==> config.mk <==
export PLATFORM = sky130hd
export DESIGN_NAME = clkgen_div
export DESIGN_NICKNAME = d
export VERILOG_FILES = /design/src/rtl/clkgen_div.sv
export SDC_FILE = /design/constraint.sdc
export NUM_CORES = 1
export LEC_CHECK = 0
export BUFFER_PORTS_ARGS = -buffer_cell sky130_fd_sc_hd__buf_2
export CAP_MARGIN = 20
export CORE_MARGIN = 4
export CORE_UTILIZATION = 30
export CTS_CLUSTER_SIZE = 25
export DETAILED_ROUTE_END_ITERATION = 8
export PLACE_DENSITY = 0.5
export SLEW_MARGIN = 20
export SYNTH_ARGS = -nofsm -noshare
export SYNTH_HDL_FRONTEND = slang
export SYNTH_SLANG_ARGS = --single-unit
==> constraint.sdc <==
create_clock -name CLK -period 2.05 [get_ports CLK]
set_input_delay 0.41 -clock CLK [delete_from_list [all_inputs] [get_ports CLK]]
set_output_delay 0.41 -clock CLK [all_outputs]
set_load 0.05 [all_outputs]
==> src/rtl/clkgen_div.sv <==
// Board clock divider: runtime-selectable integer ratio, runt-free ratio changes, clk_en strobe
// and a synchronised, stretched power_on_reset. Define CLKGEN_DIV_RUNTIME_EN to enable div/div_load.
module clkgen_div #(
  parameter int unsigned DIV_W        = 8,
  parameter int unsigned DEFAULT_DIV  = 4,
  parameter int unsigned RESET_CYCLES = 16
) (
  input  logic             CLK,
  input  logic             RST_N,
  input  logic [DIV_W-1:0] div,
  input  logic             div_load,
  output logic             clk,
  output logic             clk_en,
  output logic             div_busy,
  output logic             power_on_reset
);

  localparam longint unsigned MaxDiv = (64'd1 << DIV_W) - 64'd1;
  localparam longint unsigned DefDivClamped =
      (DEFAULT_DIV < 2) ? 64'd2 :
      ((64'(DEFAULT_DIV) > MaxDiv) ? MaxDiv : 64'(DEFAULT_DIV));
  localparam logic [DIV_W-1:0] DefDiv = DIV_W'(DefDivClamped);
  localparam int unsigned RstCycles = (RESET_CYCLES < 1) ? 1 : RESET_CYCLES;
  localparam int unsigned StW = $clog2(RstCycles + 1);

  // ---------------------------------------------------------------------------------------------
  // Reset synchroniser and power_on_reset stretcher
  // ---------------------------------------------------------------------------------------------
  logic [1:0]     sync_q;
  logic           rst_sync;
  logic [StW-1:0] stretch_q, stretch_d;
  logic           por_q, por_d;

  assign rst_sync = sync_q[1];

  always_comb begin
    stretch_d = stretch_q;
    por_d     = por_q;
    if (rst_sync && por_q) begin
      stretch_d = stretch_q + StW'(1);
      if (stretch_d == StW'(RstCycles)) begin
        por_d = 1'b0;
      end
    end
  end

  always_ff @(posedge CLK or negedge RST_N) begin
    if (!RST_N) begin
      sync_q    <= 2'b00;
      stretch_q <= '0;
      por_q     <= 1'b1;
    end else begin
      sync_q    <= {sync_q[0], 1'b1};
      stretch_q <= stretch_d;
      por_q     <= por_d;
    end
  end

  assign power_on_reset = por_q;

  // ---------------------------------------------------------------------------------------------
  // Ratio selection
  // ---------------------------------------------------------------------------------------------
  logic [DIV_W-1:0] cnt_q, cnt_d;
  logic [DIV_W-1:0] cur_div_q, cur_div_d;
  logic             run_q, run_d;
  logic             wrap;

  // run_q marks that cnt_q is live; the first running edge starts a fresh period at cnt 0.
  assign wrap = run_q && (cnt_q == cur_div_q - DIV_W'(1));

`ifdef CLKGEN_DIV_RUNTIME_EN
  logic [DIV_W-1:0] pend_div_q, pend_div_d;
  logic             busy_q, busy_d;

  function automatic logic [DIV_W-1:0] clamp_div(input logic [DIV_W-1:0] v);
    return (v < DIV_W'(2)) ? DIV_W'(2) : v;
  endfunction

  always_comb begin
    cur_div_d  = DefDiv;
    pend_div_d = DefDiv;
    busy_d     = 1'b0;
    if (rst_sync) begin
      cur_div_d  = cur_div_q;
      pend_div_d = pend_div_q;
      busy_d     = busy_q;
      if (wrap && busy_q) begin
        cur_div_d = pend_div_q;
        busy_d    = 1'b0;
      end
      // A load in the boundary cycle lands after the swap, so it waits for the next boundary.
      if (div_load) begin
        pend_div_d = clamp_div(div);
        busy_d     = 1'b1;
      end
    end
  end

  always_ff @(posedge CLK or negedge RST_N) begin
    if (!RST_N) begin
      cur_div_q  <= DefDiv;
      pend_div_q <= DefDiv;
      busy_q     <= 1'b0;
    end else begin
      cur_div_q  <= cur_div_d;
      pend_div_q <= pend_div_d;
      busy_q     <= busy_d;
    end
  end

  assign div_busy = busy_q;
`else
  logic unused_runtime;

  assign cur_div_q      = DefDiv;
  assign cur_div_d      = DefDiv;
  assign div_busy       = 1'b0;
  assign unused_runtime = ^{div, div_load};
`endif

  // ---------------------------------------------------------------------------------------------
  // Divider counter and registered outputs
  // ---------------------------------------------------------------------------------------------
  logic clk_q, clk_d;
  logic clk_en_q, clk_en_d;

  always_comb begin
    run_d    = 1'b0;
    cnt_d    = '0;
    clk_d    = 1'b0;
    clk_en_d = 1'b0;
    if (rst_sync) begin
      run_d = 1'b1;
      if (run_q && !wrap) begin
        cnt_d = cnt_q + DIV_W'(1);
      end
      // Outputs are decoded from the next count so they line up with the registered cnt.
      clk_d    = cnt_d < (cur_div_d - (cur_div_d >> 1));
      clk_en_d = (cnt_d == '0);
    end
  end

  always_ff @(posedge CLK or negedge RST_N) begin
    if (!RST_N) begin
      run_q    <= 1'b0;
      cnt_q    <= '0;
      clk_q    <= 1'b0;
      clk_en_q <= 1'b0;
    end else begin
      run_q    <= run_d;
      cnt_q    <= cnt_d;
      clk_q    <= clk_d;
      clk_en_q <= clk_en_d;
    end
  end

  assign clk    = clk_q;
  assign clk_en = clk_en_q;

endmodule
==> results.md <==
- Post-CTS Setup Inserts: 0
- Cell family with most CP delay: simple AND/OR/NAND/NOR gates
- Total power: approximately 0.62 mW
- Switching power total: around 0.15 mW
- Final Cell Area: about 1000 sq um
- Final setup fails: 0
- Max-slew violations: 0
- Synthesis-to-layout area growth: 6.70%
- Cts repair resizes: 0
- Yosys reg bits: 19
- Final WL: around 1500 um
- Die area: between 0.004 and 0.005 sq mm
- Peak per-stage delay on the critical path: 0.47 ns
- Comb power frac: roughly 7%
- Worst Hold Class: primary input to async pin
- DR WL/cell: approximately 12 um
- Max IR drop VDD: about 0.33 mV
- Worst hold slack: roughly 0.023 ns
- Fin Setup TNS: 0 ns
- Final Util: 34.9%
- FMAX: 572 MHz
- Largest net degree at the start of global routing: 20
- Final Net Count: 108
- Gp weighted congestion: ~0.76
- Total CTS buffers: 3
- Sw Ratio: 24.5%
- Outcome: finished clean
- RSZ-0062 raised after global routing: no
- Number of buffers and inverters on the critical path: 0
- Worst EP required: ~2.2 ns
- Reg2reg end: cnt_q[3]
- Clk sinks: 19
- DR vias: between 600 and 700
- Area share of the largest cell type after synthesis: between 40 and 50%
- DP Area: slightly below 0.001 sq mm
- Synth cell types: 30
- Clk pwr share: a little under a third
- Port bufs: 4
- Vias in the first global route: about 680
- Slowest cell on crit path: dfrtp_1
- Syn nets: approximately 100
- Max Cap Violations: 0
- CP cell instances: ha_1, nor4b_1, a21boi_1, nand2_1, nor2_1
- Gr ovfl total: 0
- CP startpoint kind: register
- Power share of the sequential group: 62.4%
- CTS Hold Buffers Added: 0
- Most frequent cells in the layout: 18 x dfrtp_1, 9 x nand3_1, 9 x nor2_1, 7 x xor2_1
- Root buffer cell: clkbuf_4
- Final Skew: roughly 0.0097 ns
- H-tree level count: 1
- Post-DP HPWL: around 1100 um
- CTS tree: done
- Core footprint: 0.00285 sq mm
- Tmin final: between 1.5 and 2 ns
- Share of post-route cells with drive strength above 1: 17.2%
- Critical Path Sink Type: register
- Critical Path AT: about 1.9 ns
- Latest clock arrival within the worst-skew pair: approximately 0.3 ns
- Clock buffer depth: 2
- Crit Reg-Reg Startpoint: cnt_q[1]
- Crit-path max FO: 8
- Cells after synthesis: 87
- Total global-route track usage: between 9 and 10%
- Pint: 0.468 mW
- Part of the cycle the worst path needs: a little under nine tenths
- Top post-synthesis cells by area: dfrtp_1 48%, xor2_1 6.6%, nand3_1 4.8%, ha_1 4.0%, xnor2_1 3.8%
- P_leak: approximately 0.46 nW
- Vias per std cell: ~5
- Clock-pin slew on the worst setup and hold paths: ~0.11 ns
- ANT cells: 0
- R2R depth: 5
- DRC: 0
- Initial antenna violation count: 0
- Most common cell after layout, fill and taps aside: dfrtp_1
- Die width: between 60 and 70 um
- R2R setup slack: about 0.30 ns
- Row count: 19
- Initial Util: between 30 and 40%
- Power Density: about 620 mW/mm^2
- Register area share after synthesis: approximately half
- Final ANT Viol Nets: 0
- Fin. Hold Viols: 0
- Initial DRT Pass Iterations: 4
- CP Class: register to register
- Cell Area, Synth: roughly 930 sq um
- Io pins: 15
- Syn_area_per_cell: approximately 11 sq um
- First-pass GRT wire length: 2960 um
- Die height: roughly 64 um
- Ys Warns: 0
- Cell taking the most area after synthesis: dfrtp_1
- Initial DRC count: 32
-- logic make-up (layout without fill, tap and decap cells) --
kind of cell	Yosys count	count (layout)	share of synthesized area, %
other	2	2	0.805
xor gates and xnor gates	11	11	10.3
buffers and inverters	4	10	3.62
muxes	1	1	1.21
AOI/OAI and AO/OA	13	13	10.1
adders and majority gates	3	3	4.02
and+or+nand+nor	34	34	18.9
DFF	19	19	51.1
-- power groups by stage --
stage,Sequential (mW),Combinational (mW),Clock (mW)
after floorplan,0.405,0.0183,0
after global placement,0.394,0.0452,0
after CTS,0.387,0.0449,0.204
after detailed placement,0.394,0.0449,0
final,0.387,0.0434,0.190
after global routing,0.389,0.0498,0.216
-- cells in the mapped netlist --
cell type,instances
a21boi_0,1
o31ai_2,1
and2b_2,1
nor2_1,9
inv_1,1
nand4_1,4
ha_1,3
xnor2_1,4
nand3_1,9
a21boi_1,1
buf_4,1
and3b_2,1
a211o_1,1
a31oi_1,1
nor3_1,2
nand2_1,4
buf_6,2
xor2_1,7
mux2_2,1
dfrtp_1,18
and3_2,1
conb_1,2
a21bo_2,1
o21ai_0,1
a21oi_1,4
o21ai_2,1
o21a_1,1
dfstp_2,1
or3_1,2
nor4b_1,1
-- how the worst max path moves through the flow --
stage              from  cells after the start       end
2_1_floorplan  cnt_q[0]                      5  cnt_q[7]
3_3_place_gp   cnt_q[1]                      5  cnt_q[2]
3_5_place_dp   cnt_q[1]                      5  cnt_q[3]
4_1_cts        cnt_q[1]                      5  cnt_q[3]
5_1_grt        cnt_q[1]                      5  cnt_q[4]
6_report       cnt_q[1]                      5  cnt_q[3]
-- final cells by class --
cell class | instances | area, sq um
Fill cell | 293 | 1860
Sequential cell | 19 | 477
Multi-Input combinational cell | 64 | 423
Tap cell | 31 | 38.8
Timing Repair Buffer | 5 | 27.5
Clock buffer | 4 | 26.3
Inverter | 1 | 3.75
-- through the flow --
stage | setup slack (ns) | cells
CTS | 0.291 | 124
global route | 0.130 | 124
detailed placement | 0.381 | 120
global placement | 0.344 | 120
finish | 0.301 | 124
floorplan | 0.618 | 87
-- flip-flops by register name, indices dropped and copies added, names as in the netlist --
signal and flops:
cnt_q 8, power_on_reset 1, run_q 1, sync_q 2, clk_en 1, clk 1
stretch_q 5
-- metal layers --
| metal | vias to the layer above | share of wire, % | GRT usage [%] |
|---|---|---|---|
| met5 | - | 0 | 0 |
| met4 | 0 | 0 | 1.89 |
| met3 | 0 | 3.1 | 4.03 |
| met2 | 5 | 49 | 14.8 |
| met1 | 306 | 48 | 11.0 |
| li1 | 315 | - | - |
No activity file was read; power rests on OpenSTA's default activity.
